[config.mk]
export PLATFORM = sky130hd
export DESIGN_NAME = fault_sweep_ctrl_flat
export DESIGN_NICKNAME = d
export VERILOG_FILES = /design/src/rtl/fault_sweep_if.sv /design/src/rtl/fault_sweep_ctrl.sv /design/src/flat_wrapper.sv
export SDC_FILE = /design/constraint.sdc
export NUM_CORES = 1
export LEC_CHECK = 0
export CAP_MARGIN = 20
export CORE_ASPECT_RATIO = 0.5
export CORE_MARGIN = 1.5
export CORE_UTILIZATION = 34
export CTS_CLUSTER_SIZE = 16
export DETAILED_ROUTE_END_ITERATION = 8
export GPL_TIMING_DRIVEN = 0
export SLEW_MARGIN = 10
export SYNTH_ARGS = -nofsm -noshare
export SYNTH_HDL_FRONTEND = slang
export SYNTH_SLANG_ARGS = --single-unit
[constraint.sdc]
create_clock -name clk -period 2.4 [get_ports clk]
set_input_delay 0.36 -clock clk [delete_from_list [all_inputs] [get_ports clk]]
set_output_delay 0.36 -clock clk [all_outputs]
set_load 0.02 [all_outputs]
[src/rtl/fault_sweep_if.sv]
// Handshake and gate-copy bundle between the fault sweep sequencer and its environment.
// master = sequencer side, slave = gate copies / result logger side.
interface fault_sweep_if #(
    parameter int PAT_W = 2,
    parameter int FLT_W = 3
);
    logic             start;
    logic             abort;
    logic             good_resp;
    logic             fault_resp;
    logic             det_ready;
    logic [PAT_W-1:0] pat_out;
    logic [FLT_W-1:0] flt_sel;
    logic             flt_en;
    logic             busy;
    logic             det_valid;
    logic [FLT_W-1:0] det_fault;
    logic             det_hit;
    logic [PAT_W-1:0] det_pattern;
    logic [FLT_W:0]   coverage;
    logic             done;

    modport master (
        input  start, abort, good_resp, fault_resp, det_ready,
        output pat_out, flt_sel, flt_en, busy, det_valid, det_fault,
               det_hit, det_pattern, coverage, done
    );

    modport slave (
        output start, abort, good_resp, fault_resp, det_ready,
        input  pat_out, flt_sel, flt_en, busy, det_valid, det_fault,
               det_hit, det_pattern, coverage, done
    );
endinterface

[src/rtl/fault_sweep_ctrl.sv]
// Serial single-stuck-at fault grading sequencer: sweeps every input pattern per fault,
// stops at the first good/faulty mismatch and reports each result over valid/ready.
//
// state  | meaning
// IDLE   | waiting for start; no fault injected
// APPLY  | one pattern per cycle into both gate copies, comparing responses
// REPORT | det_* presented, waiting for det_ready
// DONE   | all faults graded; coverage and last result held
module fault_sweep_ctrl #(
    parameter int PAT_W   = 2,
    parameter int NUM_FLT = 8,
    parameter int FLT_W   = 3
) (
    input  logic          clk,
    input  logic          rst_n,
    fault_sweep_if.master bus
);
    typedef enum logic [1:0] {IDLE, APPLY, REPORT, DONE} state_t;

    localparam logic [FLT_W-1:0] LAST_FLT = FLT_W'(NUM_FLT - 1);
    localparam logic [FLT_W:0]   COV_MAX  = (FLT_W + 1)'(NUM_FLT);

    state_t           stateQ, stateD;
    logic [PAT_W-1:0] patQ;
    logic [FLT_W-1:0] fltQ;
    logic             fltEnQ;
    logic [FLT_W-1:0] detFaultQ;
    logic             detHitQ;
    logic [PAT_W-1:0] detPatternQ;
    logic [FLT_W:0]   coverageQ;

    logic mismatch;
    logic patLast;
    logic fltLast;
    logic busyC;
    logic doneC;
    logic detValidC;

    assign mismatch = bus.good_resp != bus.fault_resp;
    assign patLast  = patQ == {PAT_W{1'b1}};
    assign fltLast  = fltQ == LAST_FLT;

    always_ff @(posedge clk or negedge rst_n) begin
        if (!rst_n) begin
            stateQ <= IDLE;
        end else begin
            stateQ <= stateD;
        end
    end

    always_comb begin
        stateD = stateQ;
        if (bus.abort) begin
            stateD = IDLE;
        end else begin
            case (stateQ)
                IDLE, DONE: if (bus.start) stateD = APPLY;
                APPLY:      if (mismatch || patLast) stateD = REPORT;
                REPORT:     if (bus.det_ready) stateD = fltLast ? DONE : APPLY;
                default:    stateD = IDLE;
            endcase
        end
    end

    always_comb begin
        busyC     = (stateQ == APPLY) || (stateQ == REPORT);
        doneC     = stateQ == DONE;
        detValidC = stateQ == REPORT;
    end

    // The all-ones check comes before the increment, so pat_out never wraps.
    always_ff @(posedge clk or negedge rst_n) begin
        if (!rst_n) begin
            patQ        <= '0;
            fltQ        <= '0;
            fltEnQ      <= 1'b0;
            detFaultQ   <= '0;
            detHitQ     <= 1'b0;
            detPatternQ <= '0;
            coverageQ   <= '0;
        end else if (bus.abort) begin
            fltEnQ <= 1'b0;
        end else begin
            case (stateQ)
                IDLE, DONE: begin
                    if (bus.start) begin
                        patQ      <= '0;
                        fltQ      <= '0;
                        fltEnQ    <= 1'b1;
                        coverageQ <= '0;
                    end
                end
                APPLY: begin
                    if (mismatch) begin
                        detHitQ     <= 1'b1;
                        detPatternQ <= patQ;
                        detFaultQ   <= fltQ;
                    end else if (patLast) begin
                        detHitQ     <= 1'b0;
                        detPatternQ <= {PAT_W{1'b1}};
                        detFaultQ   <= fltQ;
                    end else begin
                        patQ <= patQ + 1'b1;
                    end
                end
                REPORT: begin
                    if (bus.det_ready) begin
                        if (detHitQ && (coverageQ != COV_MAX)) begin
                            coverageQ <= coverageQ + 1'b1;
                        end
                        if (fltLast) begin
                            fltEnQ <= 1'b0;
                        end else begin
                            fltQ <= fltQ + 1'b1;
                            patQ <= '0;
                        end
                    end
                end
                default: ;
            endcase
        end
    end

    assign bus.pat_out     = patQ;
    assign bus.flt_sel     = fltQ;
    assign bus.flt_en      = fltEnQ;
    assign bus.busy        = busyC;
    assign bus.det_valid   = detValidC;
    assign bus.det_fault   = detFaultQ;
    assign bus.det_hit     = detHitQ;
    assign bus.det_pattern = detPatternQ;
    assign bus.coverage    = coverageQ;
    assign bus.done        = doneC;
endmodule
[src/flat_wrapper.sv]
// flat-port wrapper written by rule: the top's interface ports become plain ports
module fault_sweep_ctrl_flat 
#(
    parameter int PAT_W   = 2,
    parameter int NUM_FLT = 8,
    parameter int FLT_W   = 3
)
  (clk, rst_n, bus_start, bus_abort, bus_good_resp, bus_fault_resp, bus_det_ready, bus_pat_out, bus_flt_sel, bus_flt_en, bus_busy, bus_det_valid, bus_det_fault, bus_det_hit, bus_det_pattern, bus_coverage, bus_done);
  fault_sweep_if #(.PAT_W(PAT_W), .FLT_W(FLT_W)) bus_i ();
  input  logic clk;
  input  logic rst_n;
  input wire logic [$bits(bus_i.start)-1:0] bus_start;
  input wire logic [$bits(bus_i.abort)-1:0] bus_abort;
  input wire logic [$bits(bus_i.good_resp)-1:0] bus_good_resp;
  input wire logic [$bits(bus_i.fault_resp)-1:0] bus_fault_resp;
  input wire logic [$bits(bus_i.det_ready)-1:0] bus_det_ready;
  output wire logic [$bits(bus_i.pat_out)-1:0] bus_pat_out;
  output wire logic [$bits(bus_i.flt_sel)-1:0] bus_flt_sel;
  output wire logic [$bits(bus_i.flt_en)-1:0] bus_flt_en;
  output wire logic [$bits(bus_i.busy)-1:0] bus_busy;
  output wire logic [$bits(bus_i.det_valid)-1:0] bus_det_valid;
  output wire logic [$bits(bus_i.det_fault)-1:0] bus_det_fault;
  output wire logic [$bits(bus_i.det_hit)-1:0] bus_det_hit;
  output wire logic [$bits(bus_i.det_pattern)-1:0] bus_det_pattern;
  output wire logic [$bits(bus_i.coverage)-1:0] bus_coverage;
  output wire logic [$bits(bus_i.done)-1:0] bus_done;
  assign bus_i.start = bus_start;
  assign bus_i.abort = bus_abort;
  assign bus_i.good_resp = bus_good_resp;
  assign bus_i.fault_resp = bus_fault_resp;
  assign bus_i.det_ready = bus_det_ready;
  assign bus_pat_out = bus_i.pat_out;
  assign bus_flt_sel = bus_i.flt_sel;
  assign bus_flt_en = bus_i.flt_en;
  assign bus_busy = bus_i.busy;
  assign bus_det_valid = bus_i.det_valid;
  assign bus_det_fault = bus_i.det_fault;
  assign bus_det_hit = bus_i.det_hit;
  assign bus_det_pattern = bus_i.det_pattern;
  assign bus_coverage = bus_i.coverage;
  assign bus_done = bus_i.done;
  fault_sweep_ctrl #(.PAT_W(PAT_W), .NUM_FLT(NUM_FLT), .FLT_W(FLT_W)) u_core (.clk(clk), .rst_n(rst_n), .bus(bus_i));
endmodule
==> tab_implementation.tex <==
\begin{tabular}{lr}
\hline
Metric & Value \\
\hline
\multicolumn{2}{l}{\textbf{Floorplan}} \\
\quad Die height & around 43 µm \\
\quad Count of pins on the block boundary & 26 \\
\quad Rows & 14 \\
\quad Die W & around 83 µm \\
\quad Area of the die & 3590 µm² \\
\quad Core outline area & 3030 µm² \\
\quad Starting Density & roughly 36\% \\
\multicolumn{2}{l}{\textbf{STA}} \\
\quad Number of hold violations in the final report & 0 \\
\quad Final max-slew violation count & 0 \\
\quad Worst hold slack & roughly 0.49 ns \\
\quad Slew of the pin with the lowest slew margin & between 0.8 and 0.9 ns \\
\quad Clock Skew & 0.009594 ns \\
\quad Unrepaired setup endpoints after global routing & no \\
\quad Post-layout min period & between 2 and 2.5 ns \\
\quad Number of failing setup endpoints in the final timing report & 0 \\
\quad Relative max-transition margin & between 40\% and 50\% \\
\quad Post-route setup slack & roughly 0.25 ns \\
\quad Total negative slack for setup checks & 0 ns \\
\quad Post-route clock period utilization & about nine tenths \\
\quad Upper clock frequency limit & 0.4650 GHz \\
\multicolumn{2}{l}{\textbf{Setup path}} \\
\quad Maximum cell stage delay along the critical path & slightly below 0.6 ns \\
\quad Crit start category & flip-flop \\
\quad Endpoint class of the critical path & output pin \\
\quad Worst Setup SP & u\_core.stateQ[0]\$\_DFFE\_PN0P\_ \\
\quad Cell Chain, Critical Path & inv\_1 -> ha\_1 -> buf\_6 -> inv\_1 -> clkdlybuf4s50\_1 \\
\quad End of the worst register-to-register path & u\_core.bus.flt\_sel[2]\$\_DFFE\_PN0P\_ \\
\quad Cell with the largest stage delay on the worst path & sky130\_fd\_sc\_hd\_\_clkdlybuf4s50\_1 \\
\quad Worst Reg-to-Reg Cells & 6 \\
\quad Critical setup path kind & reg -> out \\
\quad Critical path arrival & $\sim$1.8 ns \\
\quad Crit path max fanout & 10 \\
\quad Flop2flop setup slack & between 0.3 and 0.4 ns \\
\quad Worst flop-to-flop path startpoint & u\_core.bus.flt\_sel[0]\$\_DFFE\_PN0P\_ \\
\quad Top cell by count, worst path & sky130\_fd\_sc\_hd\_\_inv\_1 \\
\quad Worst Path Required & 2.04 ns \\
\multicolumn{2}{l}{\textbf{Global routing}} \\
\quad Pin count of the biggest net entering global routing & 19 \\
\quad Global routing usage summed across all routing layers & between 10\% and 20\% \\
\quad Number of antenna violations at the first check in global routing & 0 \\
\quad First-pass GRT wire length & 4416 µm \\
\quad Gr ovfl total & 0 \\
\quad Via count of the first global-routing pass & 941 \\
\multicolumn{2}{l}{\textbf{Layout}} \\
\quad Area used by multi-input combinational logic & about 600 µm² \\
\quad Fin nets & between 150 and 200 \\
\quad Fill count & 287 \\
\quad Highest-count cells in the layout ignoring fill and taps & sky130\_fd\_sc\_hd\_\_clkdlybuf4s50\_1, sky130\_fd\_sc\_hd\_\_dfrtp\_1, sky130\_fd\_sc\_hd\_\_nand2\_1 \\
\quad Area growth from synthesis to final layout & 32.46\% \\
\quad Layout cells sized above 1 & 8.571\% \\
\quad Area occupied by registers & roughly 450 µm² \\
\quad Antenna Cells & 0 \\
\quad Leading cell type in the layout, fill and taps excluded & sky130\_fd\_sc\_hd\_\_clkdlybuf4s50\_1 \\
\multicolumn{2}{l}{\textbf{Pwr}} \\
\quad Worst ir drop on vdd & 482.1 µV \\
\quad Switching share of power & between 30\% and 40\% \\
\quad Power density over cell area & $\sim$750 nW/µm² \\
\quad Flop pwr share & about two fifths \\
\quad Part of the power in the clock network & between 20\% and 30\% \\
\quad Static leakage power & 0.0006540 µW \\
\quad Switching power total & $\sim$390 µW \\
\quad Comb pwr share & 38.0\% \\
\quad Internal Power & roughly 700 µW \\
\multicolumn{2}{l}{\textbf{Logic synthesis}} \\
\quad Post-synthesis net count & around 130 \\
\quad Synthesized cell area & 1095 µm² \\
\quad Synth Register Bits & 18 \\
\quad Primary FF master, synth & sky130\_fd\_sc\_hd\_\_dfrtp\_1 \\
\quad Share of synthesized area occupied by flip-flops and latches & between 40\% and 50\% \\
\quad Per-instance average area after synthesis & approximately 9.9 µm² \\
\quad Number of synthesis warnings & 0 \\
\quad Share of synthesized flip-flops with an asynchronous set or reset & between 90\% and 100\% \\
\quad Gate count of the mapped netlist & around 110 \\
\quad Synth cell types & 38 \\
\quad Count of flip-flops with a built-in enable after synthesis & 0 \\
\multicolumn{2}{l}{\textbf{Routing}} \\
\quad Wirelength, routed & about 2500 µm \\
\quad 1st-pass router iterations & 4 \\
\quad Post-route ant nets & 0 \\
\quad Final routed wire length divided by cell count & $\sim$14 µm \\
\quad Number of DRC markers after the initial detailed-route iteration & 34 \\
\quad Remaining design rule violation count & 0 \\
\quad Vias after detailed routing & a little over 900 \\
\quad Detail-routed via count per cell & 5.161 \\
\multicolumn{2}{l}{\textbf{Clock tree}} \\
\quad Total clock sinks & 18 \\
\quad Post-CTS Repair Setup Buffers & 0 \\
\quad Clock Latency Late Sink & between 0.2 and 0.3 ns \\
\quad CTS clk-pin slew, worst paths & 0.07 ns \\
\quad H-tree depth & 1 \\
\quad Cell at the root of the clock tree & sky130\_fd\_sc\_hd\_\_clkbuf\_8 \\
\quad CTS Buf Count & 3 \\
\quad Clk buf depth & 2 \\
\quad CTS tree & built \\
\quad Number of gates given a new drive strength after cts & 0 \\
\quad Hold-fix buffers at CTS & 0 \\
\multicolumn{2}{l}{\textbf{Min path}} \\
\quad Hold endpoint & u\_core.bus.det\_fault[2]\$\_DFFE\_PN0P\_ \\
\quad Worst min-delay path class & reg -> reg \\
\quad Worst Hold Depth & 1 \\
\quad Startpoint of the tightest hold check path & u\_core.bus.det\_fault[2]\$\_DFFE\_PN0P\_ \\
\multicolumn{2}{l}{\textbf{Placement}} \\
\quad Post-detailed-placement half-perimeter wirelength & 1795 µm \\
\quad Global placement routability congestion & a little over 0.8 \\
\quad \# port buffers & 25 \\
\quad Pre-CTS setup slack & approximately 0.34 ns \\
\multicolumn{2}{l}{\textbf{Run status}} \\
\quad Outcome & finished clean \\
\multicolumn{2}{l}{\textbf{Run}} \\
\quad Max-capacitance violation count & 0 \\
\hline
\end{tabular}
-- power groups by stage --
stage               combinational [µW]  clock, µW  sequential (µW)
floorplan                          193          0              465
global placement                   412          0              417
CTS                                417        267              415
global route                       451        280              424
detailed placement                 414          0              420
finish                             413        261              414
-- registers in the layout (all words and copies together), names as in the netlist --
register                cells
u_core.stateQ               2
u_core.bus.det_hit          1
u_core.bus.flt_sel          3
u_core.bus.pat_out          2
u_core.bus.coverage         4
u_core.bus.det_pattern      2
u_core.bus.det_fault        3
u_core.bus.flt_en           1
-- final cells by class --
type                       instances  share of cell area [%]
multi-input combinational         83                   41.07
tap                               40                   3.451
inverter                           7                   1.812
sequential                        18                   31.06
buffer                             3                   1.553
clock buffer                       4                   3.796
timing repair buffer              25                   17.26
-- layer usage --
layer | GRT usage, % | part of all wire [%]
met3 | 4.669 | 3.5
met4 | 7.333 | 1.3
met5 | 0 | 0
met2 | 26.99 | 44
met1 | 19.30 | 51
-- synthesized netlist by cell type (all sizes together), types with 2 or more instances --
cell type,count,area [µm²]
inv,7,26.28
dfrtp,18,450.4
clkbuf,2,11.26
nor2b,4,32.53
mux2,3,33.78
nand2b,5,36.29
o22a,2,17.52
a21o,2,15.01
nor2,7,26.28
a21oi,4,20.02
and3b,2,17.52
nand3,8,40.04
o21ai,9,45.04
a32o,2,20.02
nand2,10,37.54
ha,8,100.1
-- how the worst max path moves through the flow --
stage	depth (start not counted)	endpoint
after floorplan	6	u_core.bus.flt_sel[1]$_DFFE_PN0P_
after global placement	5	u_core.bus.flt_sel[2]$_DFFE_PN0P_
after detailed placement	5	u_core.bus.flt_sel[2]$_DFFE_PN0P_
after CTS	5	bus_busy
after global routing	5	bus_busy
final	5	bus_busy
-- stage by stage --
stage	cell area (µm²)	util (%)	total power [µW]	cells
floorplan	1095	-	658.0	111
global placement	1395	46.04	829.2	176
detailed placement	1395	46.04	833.8	176
CTS	1450	47.85	1100	180
global route	1450	47.85	1155	180
finish	1450	47.85	1088	180
-- kinds of logic (layout without fill, tap and decap cells) --
family	after synthesis	count (layout)	synth area share, %
buffers and inverters	10	39	4.457
and+or+nand+nor	43	43	22.06
adders and majority gates	8	8	9.143
AOI/OAI and AO/OA	28	28	19.31
DFF	18	18	41.14
xor gates and xnor gates	1	1	0.8001
muxes	3	3	3.085
-- worst max-delay path, delay by kind of cell (launching register included) --
kind	cells	cell delay (ns)
flops	1	0.40
fa+ha+maj	1	0.30
buf+inv	4	0.84
(Power assumes the default switching activity.)
